**src/rtl/cpu_run_ctrl_if.sv**
```systemverilog
// Bus bundle between the run controller and whatever sequences it (bench or host logic).
// slave is the controller side; master drives start/abort and the computer's memory bus.
interface cpu_run_ctrl_if #(
    parameter int DATA_W = 16,
    parameter int CNT_W  = 16
);
    logic              start;
    logic              abort;
    logic              mw;
    logic [DATA_W-1:0] addr;
    logic [DATA_W-1:0] wd;

    logic              cpu_rst;
    logic              clk_en;
    logic              busy;
    logic              done;
    logic              timeout;
    logic [DATA_W-1:0] result;
    logic [CNT_W-1:0]  cycle_count;

    modport slave (
        input  start, abort, mw, addr, wd,
        output cpu_rst, clk_en, busy, done, timeout, result, cycle_count
    );

    modport master (
        output start, abort, mw, addr, wd,
        input  cpu_rst, clk_en, busy, done, timeout, result, cycle_count
    );
endinterface

```
**src/rtl/cpu_run_ctrl.sv**
```systemverilog
// Run controller for the 16-bit single-cycle computer: reset hold, clock enable, cycle budget, result capture.
// Optional macro ADDR_MATCH_EN: only writes to OUT_ADDR end the run (otherwise the first store does).
module cpu_run_ctrl #(
    parameter int                DATA_W     = 16,
    parameter int                CNT_W      = 16,
    parameter int                RST_CYCLES = 2,
    parameter int                MAX_CYCLES = 1000,
    parameter logic [DATA_W-1:0] OUT_ADDR   = 16'h00FC
) (
    input  logic          clk,
    input  logic          rst,
    cpu_run_ctrl_if.slave bus
);

    typedef enum logic [1:0] {
        S_IDLE,
        S_RESET,
        S_RUN,
        S_DONE
    } state_t;

    localparam int                RC_W     = (RST_CYCLES > 1) ? $clog2(RST_CYCLES) : 1;
    localparam logic [RC_W-1:0]   RST_LOAD = RC_W'(RST_CYCLES - 1);
    localparam logic [CNT_W-1:0]  MAX_LAST = CNT_W'(MAX_CYCLES - 1);

    state_t            state;
    logic [RC_W-1:0]   rst_cnt;
    logic              cpu_rst_q;
    logic              clk_en_q;
    logic              busy_q;
    logic              done_q;
    logic              timeout_q;
    logic [DATA_W-1:0] result_q;
    logic [CNT_W-1:0]  cycle_count_q;
    logic              write_hit;

`ifdef ADDR_MATCH_EN
    assign write_hit = bus.mw && (bus.addr == OUT_ADDR);
`else
    logic unused_addr;
    assign write_hit   = bus.mw;
    assign unused_addr = ^{bus.addr, OUT_ADDR};
`endif

    // abort outranks everything; a write on the budget's last edge still counts as a result
    always_ff @(posedge clk or negedge rst) begin
        if (!rst) begin
            state         <= S_IDLE;
            rst_cnt       <= '0;
            cpu_rst_q     <= 1'b1;
            clk_en_q      <= 1'b0;
            busy_q        <= 1'b0;
            done_q        <= 1'b0;
            timeout_q     <= 1'b0;
            result_q      <= '0;
            cycle_count_q <= '0;
        end else if (bus.abort) begin
            state     <= S_IDLE;
            cpu_rst_q <= 1'b1;
            clk_en_q  <= 1'b0;
            busy_q    <= 1'b0;
            done_q    <= 1'b0;
            timeout_q <= 1'b0;
        end else begin
            case (state)
                S_IDLE, S_DONE: begin
                    if (bus.start) begin
                        state         <= S_RESET;
                        rst_cnt       <= RST_LOAD;
                        cpu_rst_q     <= 1'b1;
                        clk_en_q      <= 1'b0;
                        busy_q        <= 1'b1;
                        done_q        <= 1'b0;
                        timeout_q     <= 1'b0;
                        result_q      <= '0;
                        cycle_count_q <= '0;
                    end
                end
                S_RESET: begin
                    if (rst_cnt == '0) begin
                        state     <= S_RUN;
                        cpu_rst_q <= 1'b0;
                        clk_en_q  <= 1'b1;
                    end else begin
                        rst_cnt <= rst_cnt - RC_W'(1);
                    end
                end
                S_RUN: begin
                    cycle_count_q <= cycle_count_q + CNT_W'(1);
                    if (write_hit) begin
                        state    <= S_DONE;
                        result_q <= bus.wd;
                        done_q   <= 1'b1;
                        clk_en_q <= 1'b0;
                        busy_q   <= 1'b0;
                    end else if (cycle_count_q == MAX_LAST) begin
                        state     <= S_DONE;
                        timeout_q <= 1'b1;
                        clk_en_q  <= 1'b0;
                        busy_q    <= 1'b0;
                    end
                end
                default: begin
                    state     <= S_IDLE;
                    cpu_rst_q <= 1'b1;
                    clk_en_q  <= 1'b0;
                    busy_q    <= 1'b0;
                end
            endcase
        end
    end

    assign bus.cpu_rst     = cpu_rst_q;
    assign bus.clk_en      = clk_en_q;
    assign bus.busy        = busy_q;
    assign bus.done        = done_q;
    assign bus.timeout     = timeout_q;
    assign bus.result      = result_q;
    assign bus.cycle_count = cycle_count_q;

endmodule

```
**src/flat_wrapper.sv**
```systemverilog
// flat-port wrapper written by rule: the top's interface ports become plain ports
module cpu_run_ctrl_flat 
#(
    parameter int                DATA_W     = 16,
    parameter int                CNT_W      = 16,
    parameter int                RST_CYCLES = 2,
    parameter int                MAX_CYCLES = 1000,
    parameter logic [DATA_W-1:0] OUT_ADDR   = 16'h00FC
)
  (clk, rst, bus_start, bus_abort, bus_mw, bus_addr, bus_wd, bus_cpu_rst, bus_clk_en, bus_busy, bus_done, bus_timeout, bus_result, bus_cycle_count);
  cpu_run_ctrl_if #(.DATA_W(DATA_W), .CNT_W(CNT_W)) bus_i ();
  input  logic clk;
  input  logic rst;
  input wire logic [$bits(bus_i.start)-1:0] bus_start;
  input wire logic [$bits(bus_i.abort)-1:0] bus_abort;
  input wire logic [$bits(bus_i.mw)-1:0] bus_mw;
  input wire logic [$bits(bus_i.addr)-1:0] bus_addr;
  input wire logic [$bits(bus_i.wd)-1:0] bus_wd;
  output wire logic [$bits(bus_i.cpu_rst)-1:0] bus_cpu_rst;
  output wire logic [$bits(bus_i.clk_en)-1:0] bus_clk_en;
  output wire logic [$bits(bus_i.busy)-1:0] bus_busy;
  output wire logic [$bits(bus_i.done)-1:0] bus_done;
  output wire logic [$bits(bus_i.timeout)-1:0] bus_timeout;
  output wire logic [$bits(bus_i.result)-1:0] bus_result;
  output wire logic [$bits(bus_i.cycle_count)-1:0] bus_cycle_count;
  assign bus_i.start = bus_start;
  assign bus_i.abort = bus_abort;
  assign bus_i.mw = bus_mw;
  assign bus_i.addr = bus_addr;
  assign bus_i.wd = bus_wd;
  assign bus_cpu_rst = bus_i.cpu_rst;
  assign bus_clk_en = bus_i.clk_en;
  assign bus_busy = bus_i.busy;
  assign bus_done = bus_i.done;
  assign bus_timeout = bus_i.timeout;
  assign bus_result = bus_i.result;
  assign bus_cycle_count = bus_i.cycle_count;
  cpu_run_ctrl #(.DATA_W(DATA_W), .CNT_W(CNT_W), .RST_CYCLES(RST_CYCLES), .MAX_CYCLES(MAX_CYCLES), .OUT_ADDR(OUT_ADDR)) u_core (.clk(clk), .rst(rst), .bus(bus_i));
endmodule
```
**config.mk**
```make
export PLATFORM = sky130hd
export DESIGN_NAME = cpu_run_ctrl_flat
export DESIGN_NICKNAME = d
export VERILOG_FILES = /design/src/rtl/cpu_run_ctrl_if.sv /design/src/rtl/cpu_run_ctrl.sv /design/src/flat_wrapper.sv
export SDC_FILE = /design/constraint.sdc
export NUM_CORES = 1
export LEC_CHECK = 0
export ABC_CLOCK_PERIOD_IN_PS = 5600
export CAP_MARGIN = 20
export CORE_MARGIN = 8
export CORE_UTILIZATION = 47
export CTS_CLUSTER_DIAMETER = 80
export CTS_CLUSTER_SIZE = 14
export DETAILED_ROUTE_END_ITERATION = 10
export PLACE_DENSITY_LB_ADDON = 0.2
export REMOVE_ABC_BUFFERS = 1
export SYNTH_ARGS = -nofsm -noshare
export SYNTH_HDL_FRONTEND = slang
export SYNTH_SLANG_ARGS = --single-unit
```
**constraint.sdc**
```tcl
create_clock -name clk -period 5.6 [get_ports clk]
set_input_delay 1.4 -clock clk [delete_from_list [all_inputs] [get_ports clk]]
set_output_delay 1.4 -clock clk [all_outputs]
set_load 0.01 [all_outputs]
```
# [Word-level counts from Yosys, hierarchy flattened]
# Index checks and enable logic that the tools add are counted.
# W data, S select, Z words.
[totals] latchBits=0 romBits=0 n_memories=0 regBits=40 ram_bits=0 wordCells=69
[op_classes] add_sub_neg=2 magnitude_cmp=0 muxes=31 n_eq_ne=12 n_div=0 multipliers=0 shift=0 reduce_logical=14 bitwise=1
[op_table] operator="$pmux W16 S2" n=2
[op_table] operator="$mux W16" n=2
[op_table] operator="$reduce_and A3 Y1" n=6
[op_table] operator="$add A16 B1 Y16 const B" n=1
[op_table] operator="$eq A16 B10 Y1 const B" n=1
[op_table] operator="$mux W1" n=15
[op_table] operator="$ne A3 B3 Y1 const B" n=4
[op_table] operator="$mux W2" n=5
[op_table] operator="$pmux W1 S2" n=5
[op_table] operator="$reduce_and A4 Y1" n=2
[op_table] operator="$pmux W2 S3" n=1
[op_table] operator="$reduce_bool A3 Y1" n=2
[op_table] operator="$eq A2 B2 Y1 const B" n=2
[op_table] operator="$ne A2 B2 Y1 const B" n=2
[op_table] operator="$ne A4 B3 Y1 const B" n=1
[op_table] operator="$reduce_bool A2 Y1" n=2
[op_table] operator="$ne A3 B2 Y1 const B" n=1
[op_table] operator="$pmux W1 S3" n=1
[op_table] operator="$eq A2 B1 Y1 const B" n=1
[op_table] operator="$logic_not A2 Y1" n=1
[op_table] operator="$reduce_or A2 Y1" n=1
[op_table] operator="$not A1 Y1" n=1
[op_table] operator="$sub A1 B1 Y1 const B" n=1

# [Logic depth before layout (Yosys ltp)]
# Gate-level depths: netlist (run 1).
[depth] word_depth=5 mapped_depth=8

# [Least setup slack after synthesis (run 1)]
# No wires, ideal clock.
[synth_path] path_type="input port to flip-flop" startpoint="input bus_abort" endpoint="register u_core.cycle_count_q[12] (netlist: u_core.bus.cycle_count[12])" setup_slack_ns=2.784 path_stages=6 path_buffers=2 arrival_ns=2.738 cell_sequence="or2_1 clkbuf_1 or3_1 clkbuf_1 or4_1 a21oi_1"
[synth_between] elab_chain_len=2
[synth_rtl] element="start: declaration" line="flat_wrapper.sv:15" text="input wire logic [$bits(bus_i.abort)-1:0] bus_abort;"
[synth_rtl] element="$not A1 Y1 (no source line)"
[synth_rtl] element="$reduce_and A3 Y1 (no source line)"
[synth_rtl] element="end signal: assignment" line="cpu_run_ctrl.sv:89" text="cycle_count_q <= cycle_count_q + CNT_W'(1);"
[synth_rtl] element="end: declaration" line="cpu_run_ctrl.sv:34" text="logic [CNT_W-1:0] cycle_count_q;"
# Every way passes these cells.
# A chain may end at the register's enable or synchronous reset.

# [Worst setup path in the final report (run 1)]
# Ends and elaborated chain as after synthesis.

==> impl_metrics.env, run 1 <==
export IMPL_via_per_inst=5.31
export IMPL_finalWirelength_mm=4.68
export IMPL_core_sq_um=3970
export IMPL_cp_end_kind="flop"
export IMPL_numPortBuffers=57
export IMPL_vias=1679
export IMPL_finalCritPeriodShare_pct=57.7
export IMPL_fin_setup_tns_ns=0
export IMPL_grtUsageTotal_pct=15.6
export IMPL_tightest_slew_ns=0.865
export IMPL_gr_total_overflow=0
export IMPL_syn_area_per_cell_sq_um=9.26
export IMPL_clock_latency_ns=0.29
export IMPL_areaGrowthSynthToFinish_pct=35.7
export IMPL_ios=74
export IMPL_drive_gt1_share_pct=4.14
export IMPL_ant_nets=0
export IMPL_synth_top_family_by_area="simple AND/OR/NAND/NOR gates"
export IMPL_die_x_microns=80.2
export IMPL_synthCells=209
export IMPL_max_freq_mhz=310
export IMPL_dp_hpwl_mm=3.45
export IMPL_postCtsSetupBuffers=0
export IMPL_root_buffer="clkbuf_8"
export IMPL_crit_arrival_ns=3.45
export IMPL_post_synth_fa_ha_maj_area_fraction_pct=2.59
export IMPL_drc=0
export IMPL_finClkSkew_ns=0.00907
export IMPL_grt_max_degree=41
export IMPL_routabilityCongestion=0.816
export IMPL_fin_crit_ns=3.23
export IMPL_irDropWorstVdd_uv=290
export IMPL_die_h_microns=80.2
export IMPL_antenna_found_initial=0
export IMPL_cp_slowest_cell="clkdlybuf4s50_1"
export IMPL_wl_per_cell_microns=14.8
export IMPL_timing_final_hold_violations=0
export IMPL_crit_fanout=11
export IMPL_fin_ws_ns=2.37
export IMPL_multi_input_area_sq_um=877
export IMPL_tritoncts="yes"
export IMPL_synthSimpleGateAreaFrac_pct=24.8
export IMPL_first_global_vias=1716
export IMPL_n_antenna_cell=0
export IMPL_regToRegSetupSlack_ns=3.21
export IMPL_place_ws_ns=2.05
export IMPL_start_kind="input pin"
export IMPL_cts_resized=0
export IMPL_cts_buffer_depth=2
export IMPL_crit_type="in2reg"
export IMPL_synthXorXnorAreaFrac_pct=2.71
export IMPL_startpoint="bus_abort"
export IMPL_worstRegToRegCells=5
export IMPL_rows=23
export IMPL_hold_buffers=0
export IMPL_cp_cell_sequence="clkdlybuf4s50_1 > or2_1 > or3_1 > or4_1 > a21oi_1"
export IMPL_fillers=350
export IMPL_critPathMaxStageDelay_ns=0.61
export IMPL_seq_area_frac_synth_pct=51.8
export IMPL_clkTransAtPathRegs_ns=0.08
export IMPL_nets=306
export IMPL_reg2reg_to="u_core.bus.result[3]"
export IMPL_dr_pass1_iters=4
export IMPL_yosysWarnings=0
export IMPL_required_ns=5.82
export IMPL_synth_cell_types=33
export IMPL_register_area_sq_um=1000
export IMPL_crit_path_end="u_core.bus.cycle_count[12]"
export IMPL_synth_area_sq_um=1940
export IMPL_reg2reg_from="u_core.state[0]"
export IMPL_drt_iter0_drc=102
export IMPL_synth_compound_area_share_pct=12.5
export IMPL_cts_buffers=5
export IMPL_cts_max_level=2
export IMPL_grt_setup_unrepaired="false"
export IMPL_setup_viol=0
export IMPL_status="completed"
export IMPL_muxShareOfSynthArea_pct=2.78
export IMPL_p_leak_nw=1.08
export IMPL_holdCritPathClass="reg2reg"
export IMPL_drv_cap=0
export IMPL_p_per_area_nw_per_um2=353
export IMPL_start_util_pct=48.7
export IMPL_die_area_sq_um=6430
export IMPL_grt_pass1_wl_mm=7.97
export IMPL_synth_seq_cells=40
export IMPL_slew_headroom_pct=42.2
export IMPL_drv_slew=0
export IMPL_cts_sinks=40
## worst max-delay path, delay by kind of cell
| kind | cells | cell delay [ns] |
|---|---|---|
| buffers and inverters | 1 | 0.61 |
| AOI/OAI and AO/OA | 1 | 0.16 |
| and+or+nand+nor | 3 | 1.29 |
## Yosys cell counts
| cell | n | share of area (%) |
|---|---|---|
| nor2_1 | 11 | 2.1 |
| nand2b_1 | 5 | 1.6 |
| or3_1 | 2 | 0.65 |
| o21a_1 | 1 | 0.39 |
| a22o_1 | 1 | 0.45 |
| or4_1 | 7 | 2.7 |
| nor3b_1 | 1 | 0.39 |
| o22ai_1 | 1 | 0.32 |
| o21ai_0 | 19 | 4.9 |
| mux2i_1 | 2 | 1.0 |
| nand3_1 | 9 | 2.3 |
| xnor2_1 | 1 | 0.45 |
| a21oi_1 | 12 | 3.1 |
| nor3_1 | 3 | 0.78 |
| and4_1 | 2 | 0.91 |
| inv_1 | 6 | 1.2 |
| nand4_1 | 4 | 1.3 |
| a221o_1 | 1 | 0.52 |
| o31ai_1 | 6 | 2.3 |
| nor2b_1 | 3 | 0.97 |
| nand2_1 | 40 | 7.8 |
| dfstp_2 | 1 | 1.4 |
| xor2_1 | 5 | 2.3 |
| mux2_2 | 1 | 0.58 |
| a311oi_1 | 1 | 0.45 |
| clkbuf_1 | 9 | 1.7 |
| and3_1 | 3 | 0.97 |
| or2_1 | 2 | 0.65 |
| nor4_1 | 4 | 1.3 |
| mux2_1 | 2 | 1.2 |
| dfrtp_1 | 39 | 50 |
| ha_1 | 4 | 2.6 |
| nor2_2 | 1 | 0.32 |
## layer usage
layer / vias up / GRT usage [%] / routed length [microns]
met3: 7 / 7.48 / 460
li1: 845 / - / -
met5: - / 0 / 0
met4: 0 / 6.18 / 68
met2: 52 / 25.3 / 2210
met1: 775 / 17.3 / 1940
## cell type report
class | instances | area share, %
Sequential cell | 40 | 38.1
Multi-Input combinational cell | 154 | 33.4
Timing Repair Buffer | 58 | 21.8
Clock buffer | 8 | 3.43
Tap cell | 50 | 2.38
Inverter | 6 | 0.857
## report_power, final
group / internal, mW / total [mW] / switching [mW]
clock network: 0.100 / 0.196 / 0.0954
logic: 0.164 / 0.350 / 0.186
registers: 0.347 / 0.382 / 0.0347
## through the flow
step | utilization [%] | power (mW) | area [sq um] | std cells | hold WS [ns]
after detailed placement | 63.9 | 0.742 | 2540 | 308 | 0.470
after CTS | 66.2 | 0.942 | 2630 | 316 | 0.486
after floorplan | - | 0.566 | 1900 | 200 | 0.485
after global routing | 66.2 | 1.00 | 2630 | 316 | 0.506
after global placement | 63.9 | 0.735 | 2540 | 308 | 0.460
final | 66.2 | 0.927 | 2630 | 316 | 0.477
## state kept, by name, indices dropped and copies added, names as in the netlist
register	flops
u_core.bus.result	16
u_core.bus.clk_en	1
u_core.bus.cpu_rst	1
u_core.bus.timeout	1
u_core.state	2
u_core.bus.busy	1
u_core.bus.done	1
u_core.rst_cnt	1
u_core.bus.cycle_count	16
## cell usage in the layout (no fill, tap or decap), types with 3 or more instances in the layout
master            n
nand2b_1          5
inv_1             6
nand3_1           9
xor2_1            5
nand2_1          40
o21ai_0          19
and3_1            3
nor4_1            4
clkbuf_8          6
nand4_1           4
a21oi_1          12
dfrtp_1          39
or4_1             7
ha_1              4
nor3_1            3
clkdlybuf4s50_1  56
nor2_1           11
o31ai_1           6
nor2b_1           3
## worst min path at each step
stage,startpoint,cells past startpoint,end
global route,u_core.bus.result[1],2,u_core.bus.result[1]
floorplan,u_core.state[1],1,u_core.state[1]
CTS,u_core.bus.result[2],2,u_core.bus.result[2]
global placement,u_core.bus.result[2],2,u_core.bus.result[2]
finish,u_core.bus.result[2],2,u_core.bus.result[2]
detailed placement,u_core.bus.result[1],2,u_core.bus.result[1]
## cell families after synthesis
family                     after synthesis
DFF                                     40
xor gates and xnor gates                 6
buffers and inverters                   15
adders and majority gates                4
and+or+nand+nor                         97
muxes                                    5
AOI/OAI and AO/OA                       42
No activity file was read; power rests on OpenSTA's default activity.
==> inputs of run 2 (changes only) <==
--- a/config.mk
+++ b/config.mk
@@ -5,10 +5,10 @@
 export SDC_FILE = /design/constraint.sdc
 export NUM_CORES = 1
 export LEC_CHECK = 0
-export ABC_CLOCK_PERIOD_IN_PS = 5600
+export ABC_CLOCK_PERIOD_IN_PS = 3200
 export CAP_MARGIN = 20
 export CORE_MARGIN = 8
-export CORE_UTILIZATION = 47
+export CORE_UTILIZATION = 44
 export CTS_CLUSTER_DIAMETER = 80
 export CTS_CLUSTER_SIZE = 14
 export DETAILED_ROUTE_END_ITERATION = 10
==> constraint.sdc (replaced) <==
create_clock -name clk -period 3.2 [get_ports clk]
set_input_delay 0.8 -clock clk [delete_from_list [all_inputs] [get_ports clk]]
set_output_delay 0.8 -clock clk [all_outputs]
set_load 0.01 [all_outputs]
==> run 2 against run 1 <==
Flip-flop and latch count unchanged. Total power increased by 78%. Clock-buffer cell count unchanged. Largest cell class unchanged. Largest power group unchanged.
==> impl_metrics.env, run 2 (synthesis results as in run 1) <==
export IMPL_cts_max_level=2
export IMPL_clkTransAtPathRegs_ns=0.08
export IMPL_rows=24
export IMPL_irDropWorstVdd_uv=331
export IMPL_cts_resized=0
export IMPL_cts_sinks=40
export IMPL_first_global_vias=1712
export IMPL_final_common_cell="clkdlybuf4s50_1"
export IMPL_crit_fanout=10
export IMPL_slew_headroom_pct=40.4
export IMPL_crit_arrival_ns=2.59
export IMPL_fin_setup_tns_ns=0
export IMPL_antenna_found_initial=0
export IMPL_wl_per_cell_microns=14.6
export IMPL_drive_gt1_share_pct=5.56
export IMPL_grt_setup_unrepaired="false"
export IMPL_required_ns=3.41
export IMPL_timing_final_hold_violations=0
export IMPL_dp_hpwl_mm=3.42
export IMPL_root_buffer="clkbuf_8"
export IMPL_status="completed"
export IMPL_gr_total_overflow=0
export IMPL_drt_iter0_drc=108
export IMPL_drv_slew=0
export IMPL_drc=0
export IMPL_final_cell_mix="56 x clkdlybuf4s50_1, 40 x nand2_1, 39 x dfrtp_1"
export IMPL_finalPower_mw=1.65
export IMPL_grt_max_degree=41
export IMPL_grt_pass1_wl_mm=8.09
export IMPL_start_kind="input pin"
export IMPL_ant_nets=0
export IMPL_finalHoldWorstSlack_ns=0.477
export IMPL_tritoncts="yes"
export IMPL_p_per_area_nw_per_um2=620
export IMPL_postPlaceCellArea_sq_um=2570
export IMPL_fin_crit_ns=2.38
export IMPL_p_leak_nw=1.10
export IMPL_start_util_pct=45.1
export IMPL_startpoint="bus_abort"
export IMPL_tightest_slew_ns=0.894
export IMPL_cts_buffers=5
export IMPL_die_x_microns=82.3
export IMPL_hp_start="u_core.bus.result[14]"
export IMPL_finClkSkew_ns=0.0110
export IMPL_die_area_sq_um=6780
export IMPL_grtUsageTotal_pct=15.2
export IMPL_cts_buffer_depth=2
export IMPL_hold_buffers=0
export IMPL_crit_type="in2reg"
export IMPL_vias=1729
export IMPL_setup_viol=0
export IMPL_cp_end_kind="flop"
export IMPL_n_antenna_cell=0
export IMPL_finalWirelength_mm=4.69
export IMPL_dr_pass1_iters=4
export IMPL_via_per_inst=5.37
export IMPL_areaGrowthSynthToFinish_pct=37.4
export IMPL_final_cell_area_sq_um=2660
export IMPL_postCtsSetupBuffers=0
export IMPL_clock_latency_ns=0.29
export IMPL_nets=310
export IMPL_die_h_microns=82.3
export IMPL_routabilityCongestion=0.834
export IMPL_numPortBuffers=57
export IMPL_holdCritPathClass="reg2reg"
export IMPL_drv_cap=0
export IMPL_max_freq_mhz=420
export IMPL_reg2reg_from="u_core.state[0]"
export IMPL_finalCritPeriodShare_pct=74.5
export IMPL_ios=74
export IMPL_core_sq_um=4290
run 2: changes by cell type in the layout (fill, tap and decap cells not counted), sizes merged:
cell and change:
buf +4
run 2: power breakdown:
part           internal, mW  switching, mW  leakage [nW]
Sequential            0.607         0.0617         0.543
Clock                 0.176          0.164        0.0455
Combinational         0.303          0.337         0.510
run 2: final cells by class:
type,instances,area (sq um)
Clock buffer,8,90.1
Timing Repair Buffer,62,603
Fill cell,405,1630
Sequential cell,40,1000
Tap cell,52,65.1
Multi-Input combinational cell,154,877
Inverter,6,22.5
run 2: path summary, 6_finish.rpt:
path,to,slack (ns),cells after the start
worst min-delay path,u_core.bus.result[14],0.48,2
worst min register to register,u_core.bus.result[14],0.48,2
max in group asynchronous,u_core.bus.cycle_count[7],2.00,1
worst max-delay path,u_core.bus.cycle_count[15],0.82,6
worst max register to register,u_core.bus.cycle_count[14],1.13,6
min in group asynchronous,u_core.bus.busy,0.63,1
run 2: stage by stage:
stage          setup WS (ns)  utilization [%]  cells
2_1_floorplan           1.10                -    200
3_3_place_gp           0.551             59.8    314
3_5_place_dp           0.510             59.8    314
4_1_cts                0.805             61.9    322
5_1_grt                0.696             61.9    322
6_report               0.817             61.9    322
run 2: layer usage:
metal / track usage, % / part of all wire [%] / vias up
met5: 0 / 0 / -
met4: 5.26 / 1.3 / 0
met3: 6.82 / 9.2 / 6
met2: 24.6 / 46 / 49
met1: 17.5 / 43 / 821
li1: - / - / 853
run 2: worst max-delay path: stages:
cell             delay, ns
clkdlybuf4s50_1       0.43
buf_4                 0.18
nor2_2                0.23
nand3_1               0.26
or4_1                 0.53
a21oi_1               0.16
